### src/rtl/exec_arbiter.sv
// exec_arbiter: shares a single-cycle execute unit between two requesters.
// Captures one request, issues it to the exec unit for one cycle, latches the
// result and holds it until the consumer takes it.
// Build option: EXEC_ARB_FIXED_PRIO_EN gives port 0 fixed priority on contention
// (default build uses round-robin arbitration).
module exec_arbiter (
    input  logic        clk,
    input  logic        rst_n,
    input  logic        req0_valid,
    output logic        req0_ready,
    input  logic [5:0]  req0_op,
    input  logic [31:0] req0_in1,
    input  logic [31:0] req0_in2,
    input  logic        req1_valid,
    output logic        req1_ready,
    input  logic [5:0]  req1_op,
    input  logic [31:0] req1_in1,
    input  logic [31:0] req1_in2,
    output logic [5:0]  exec_op,
    output logic [31:0] exec_in1,
    output logic [31:0] exec_in2,
    input  logic [31:0] exec_out,
    output logic        resp_valid,
    input  logic        resp_ready,
    output logic [31:0] resp_data,
    output logic        resp_id
);

    localparam int DATA_W = 32;
    localparam int OP_W   = 6;

    typedef enum logic [1:0] {
        IDLE  = 2'd0,
        ISSUE = 2'd1,
        RESP  = 2'd2
    } state_t;

    state_t              state_q, state_d;
    logic                last_id_q;
    logic                prio_port0;
    logic                accept;
    logic                accept_id;

    // Holding registers for the accepted request
    logic [OP_W-1:0]     op_p0;
    logic [DATA_W-1:0]   in1_p0;
    logic [DATA_W-1:0]   in2_p0;
    logic                id_p0;

`ifdef EXEC_ARB_FIXED_PRIO_EN
    assign prio_port0 = 1'b1;
`else
    // Port 0 wins a contest when port 1 was the last one served
    assign prio_port0 = last_id_q;
`endif

    assign accept    = req0_ready | req1_ready;
    assign accept_id = req1_ready;

    // Next-state, arbitration grant and exec/response outputs from the current state
    always_comb begin
        state_d    = state_q;
        req0_ready = 1'b0;
        req1_ready = 1'b0;
        exec_op    = '0;
        exec_in1   = '0;
        exec_in2   = '0;
        resp_valid = 1'b0;
        case (state_q)
            IDLE: begin
                // Ready is forced low while reset is asserted
                if (rst_n) begin
                    if (req0_valid && req1_valid) begin
                        req0_ready = prio_port0;
                        req1_ready = ~prio_port0;
                    end else begin
                        req0_ready = req0_valid;
                        req1_ready = req1_valid;
                    end
                end
                if (req0_ready || req1_ready) begin
                    state_d = ISSUE;
                end
            end
            ISSUE: begin
                exec_op  = op_p0;
                exec_in1 = in1_p0;
                exec_in2 = in2_p0;
                state_d  = RESP;
            end
            RESP: begin
                resp_valid = 1'b1;
                if (resp_ready) begin
                    state_d = IDLE;
                end
            end
            default: begin
                state_d = IDLE;
            end
        endcase
    end

    // State register and round-robin history, updated on every accept
    always_ff @(posedge clk or negedge rst_n) begin
        if (!rst_n) begin
            state_q   <= IDLE;
            last_id_q <= 1'b1;
        end else begin
            state_q <= state_d;
            if (accept) begin
                last_id_q <= accept_id;
            end
        end
    end

    // Capture the winning request's payload and ID on handshake
    always_ff @(posedge clk or negedge rst_n) begin
        if (!rst_n) begin
            op_p0  <= '0;
            in1_p0 <= '0;
            in2_p0 <= '0;
            id_p0  <= 1'b0;
        end else if (accept) begin
            id_p0 <= accept_id;
            if (accept_id) begin
                op_p0  <= req1_op;
                in1_p0 <= req1_in1;
                in2_p0 <= req1_in2;
            end else begin
                op_p0  <= req0_op;
                in1_p0 <= req0_in1;
                in2_p0 <= req0_in2;
            end
        end
    end

    // Latch the exec result during ISSUE; held stable through RESP
    always_ff @(posedge clk or negedge rst_n) begin
        if (!rst_n) begin
            resp_data <= '0;
            resp_id   <= 1'b0;
        end else if (state_q == ISSUE) begin
            resp_data <= exec_out;
            resp_id   <= id_p0;
        end
    end

endmodule
### config.mk
export PLATFORM = sky130hd
export DESIGN_NAME = exec_arbiter
export DESIGN_NICKNAME = d
export VERILOG_FILES = /design/src/rtl/exec_arbiter.sv
export SDC_FILE = /design/constraint.sdc
export NUM_CORES = 1
export LEC_CHECK = 0
export ABC_CLOCK_PERIOD_IN_PS = 2900
export CORE_UTILIZATION = 43
export DETAILED_ROUTE_END_ITERATION = 10
export HOLD_SLACK_MARGIN = 0.12
export PLACE_DENSITY = 0.86
export SLEW_MARGIN = 20
export SYNTH_ARGS = -nofsm -noshare
export SYNTH_HDL_FRONTEND = slang
export SYNTH_SLANG_ARGS = --single-unit
### constraint.sdc
create_clock -name clk -period 2.9 [get_ports clk]
set_input_delay 0.29 -clock clk [delete_from_list [all_inputs] [get_ports clk]]
set_output_delay 0.29 -clock clk [all_outputs]
set_load 0.01 [all_outputs]
==> results.yml <==
clock_tree:
  cts_tree: "built"
  clk_latency_ns: 0.34
  clock_sink_count: 107
  postCtsSetupBuffers: 0
  clkTransAtPathRegs_ns: 0.07
  hold_buffers: 1
  cts_buffers: 9
  cts_resized: 0
  htree_levels: 3
  clockBufferDepth: 2
  cts_root_buf: "clkbuf_16"
synthesis:
  syn_nets: 748
  synth_area_leader_cell: "dfrtp_1"
  synthesis.area_mm2: 0.00551
  ys_top_cells_by_area: "dfrtp_1 48%, a31oi_1 8.0%, and2_1 8.0%"
  synth_mux_area_share_pct: 6.75
  async_flop_share_pct: 100
  synthXorXnorAreaFrac_pct: 0
  yosys.area_share.simple_pct: 15.6
  synth_top_family_by_area: "compound AO/OA/AOI/OAI gates"
  synth_most_common_cell: "dfrtp_1"
  ys_seq_area_share_pct: 48.7
  netlist_instances: 571
  netlist_top_cells_count: "106 x dfrtp_1, 71 x nand3_1"
  synth.distinct_cells: 24
  synth_compound_area_share_pct: 21.5
  synth_flop_cell: "dfrtp_1"
  postSynthAreaPerCell_um2: 9.64
  ys_ff_latch: 107
  synth_edf_count: 0
  yosysWarnings: 0
  synthAdderAreaFrac_pct: 0
  synth_top_area_share_pct: 48.2
power_and_ir_drop:
  power_frac_comb_pct: 42.9
  p_sw_w: 0.00225
  swShare_pct: 33.8
  leakagePower_nw: 3.24
  power_frac_clock_pct: 18.9
  power_w: 0.00666
  p_per_area_mw_per_mm2: 776
  ir_drop_v: 0.000655
  p_int_w: 0.00441
  pwr-share-seq_pct: 38.2
critical_path:
  cp.arrival_ns: 2.21
  cp.required_ns: 2.61
  end_kind: "output pin"
  critPathLaunchType: "input pin"
  max_stage_delay_ns: 0.57
  worstSetupPathType: "in2out"
  cp_slowest_cell: "clkdlybuf4s50_1"
  worst-path-max-fanout: 3
  cp_cell_sequence: "dlygate4sd3_1 -> buf_4 -> or3b_2 -> nor2_1 -> clkdlybuf4s50_1"
sta:
  hold_ws_ns: 0.488
  setup_tns_ns: 0
  drv_slew: 0
  max_freq_mhz: 401
  setup_violations: 0
  rsz0062_at_grt: "false"
  fin_skew_ns: 0.00851
  relSlewSlack_pct: 47.3
  hold_viol: 0
  post-route-min-period_ns: 2.50
  finalCritPeriodShare_pct: 86.1
  worst-slew-pin-transition_ns: 0.791
die:
  start_util_pct: 44.9
  die_y_um: 115
  core_area_mm2: 0.0123
  dieArea_mm2: 0.0133
  rows: 40
  die_w_um: 115
  ios: 283
final_layout:
  area_growth_pct: 55.8
  drive_gt1_share_pct: 4.29
  fin_area_mm2: 0.00858
  nets: 988
  nFillCells: 933
  antennaDiodeCount: 0
grt:
  antenna_found_initial: 0
  grt_pass1_wl_mm: 28.9
  globalRouteTotalUtil_pct: 28.5
  first_global_vias: 5632
  grt_max_degree: 141
  grt_overflow_total: 0
drt:
  vias: 5666
  drc_errors: 0
  wl_per_cell_um: 19.1
  vias_per_cell: 5.76
  drtIter0Drc: 535
  dr.pass1.iters: 5
  drtAntennaViolNets: 0
  postRouteWirelength_mm: 18.8
placed_design:
  port_buffers: 282
  hpwl_mm: 13.0
  placed_area_mm2: 0.00826
  routabilityCongestion: 0.861
status:
  status: "finished clean"
job:
  maxCapViolCount: 0
min_path:
  hold_path.class: "reg2reg"
-- cell families (layout without fill, tap and decap cells) --
family,Yosys count,after routing
flip-flops,107,107
multiplexers,33,33
AND/OR/NAND/NOR,149,149
AO/OA/AOI/OAI,215,215
buffers and inverters,67,312
-- power groups by stage --
stage               Combinational [W]  Clock, W  Sequential [W]
CTS                           0.00287   0.00128         0.00254
detailed placement            0.00285         0         0.00256
global placement              0.00275         0         0.00251
finish                        0.00285   0.00126         0.00254
global route                  0.00306   0.00135         0.00262
floorplan                     0.00138         0         0.00257
-- path summary, 6_finish.rpt --
kind                         startpoint  slack (ns)  depth (start not counted)       endpoint
max                               rst_n        0.40                          5     req1_ready
min                        resp_data[4]        0.49                          1   resp_data[4]
max reg2reg                  state_q[0]        0.98                          4  resp_data[23]
min reg2reg                resp_data[4]        0.49                          1   resp_data[4]
max in group asynchronous         rst_n        1.06                          4     in2_p0[29]
min in group asynchronous         rst_n        0.63                          3       op_p0[2]
-- layout make-up --
| class | count | area (µm²) | share of cell area, % |
|---|---|---|---|
| timing repair buffer | 294 | 2950 | 34.4 |
| clock inverter | 4 | 48.8 | 0.569 |
| multi-input combinational | 397 | 2430 | 28.3 |
| clock buffer | 12 | 256 | 2.99 |
| tap | 168 | 210 | 2.45 |
| sequential | 107 | 2680 | 31.2 |
| inverter | 2 | 7.51 | 0.0875 |
-- through the flow --
step / setup slack [ns] / cells / util [%]
after floorplan: 1.42 / 571 / -
after global placement: 0.830 / 967 / 67.4
after detailed placement: 0.740 / 967 / 67.4
after CTS: 0.399 / 984 / 70.0
after global routing: 0.340 / 984 / 70.0
final: 0.404 / 984 / 70.0
-- flip-flops by register name (all words and copies together), names as in the netlist --
register,count
resp_id,1
state_q,2
resp_data,32
in2_p0,32
last_id_q,1
op_p0,6
in1_p0,32
id_p0,1
-- worst max-delay path, delay by kind of cell --
kind / cells / cell delay, ns
AND/OR/NAND/NOR: 2 / 0.68
buffers and inverters: 3 / 1.23
-- metal layers --
| layer | track usage, % | vias to the layer above | wire length [µm] |
|---|---|---|---|
| met3 | 5.38 | 57 | 1390 |
| met2 | 49.0 | 291 | 9520 |
| met5 | 0 | - | 0 |
| met1 | 33.2 | 2771 | 7000 |
| li1 | - | 2547 | - |
| met4 | 16.8 | 0 | 893 |
-- cells in the final DEF (no fill, tap or decap) --
master,count
clkbuf_16,9
or2_2,1
clkbuf_8,2
nor3b_4,1
and2_4,1
a21oi_1,70
or3b_2,1
nor2b_4,1
buf_12,3
inv_1,2
bufinv_16,1
clkinv_2,2
clkdlybuf4s50_1,281
dfrtp_1,106
nor2b_1,1
nor2_1,1
dfstp_2,1
a21boi_4,1
clkinv_4,1
and2_1,70
clkbuf_1,1
nand2b_1,1
dlygate4sd3_1,1
a21o_1,3
mux2_1,33
a31oi_1,70
nand3_1,71
o21ai_1,70
buf_4,9
a21bo_2,1
No activity file was read; power rests on OpenSTA's default activity.
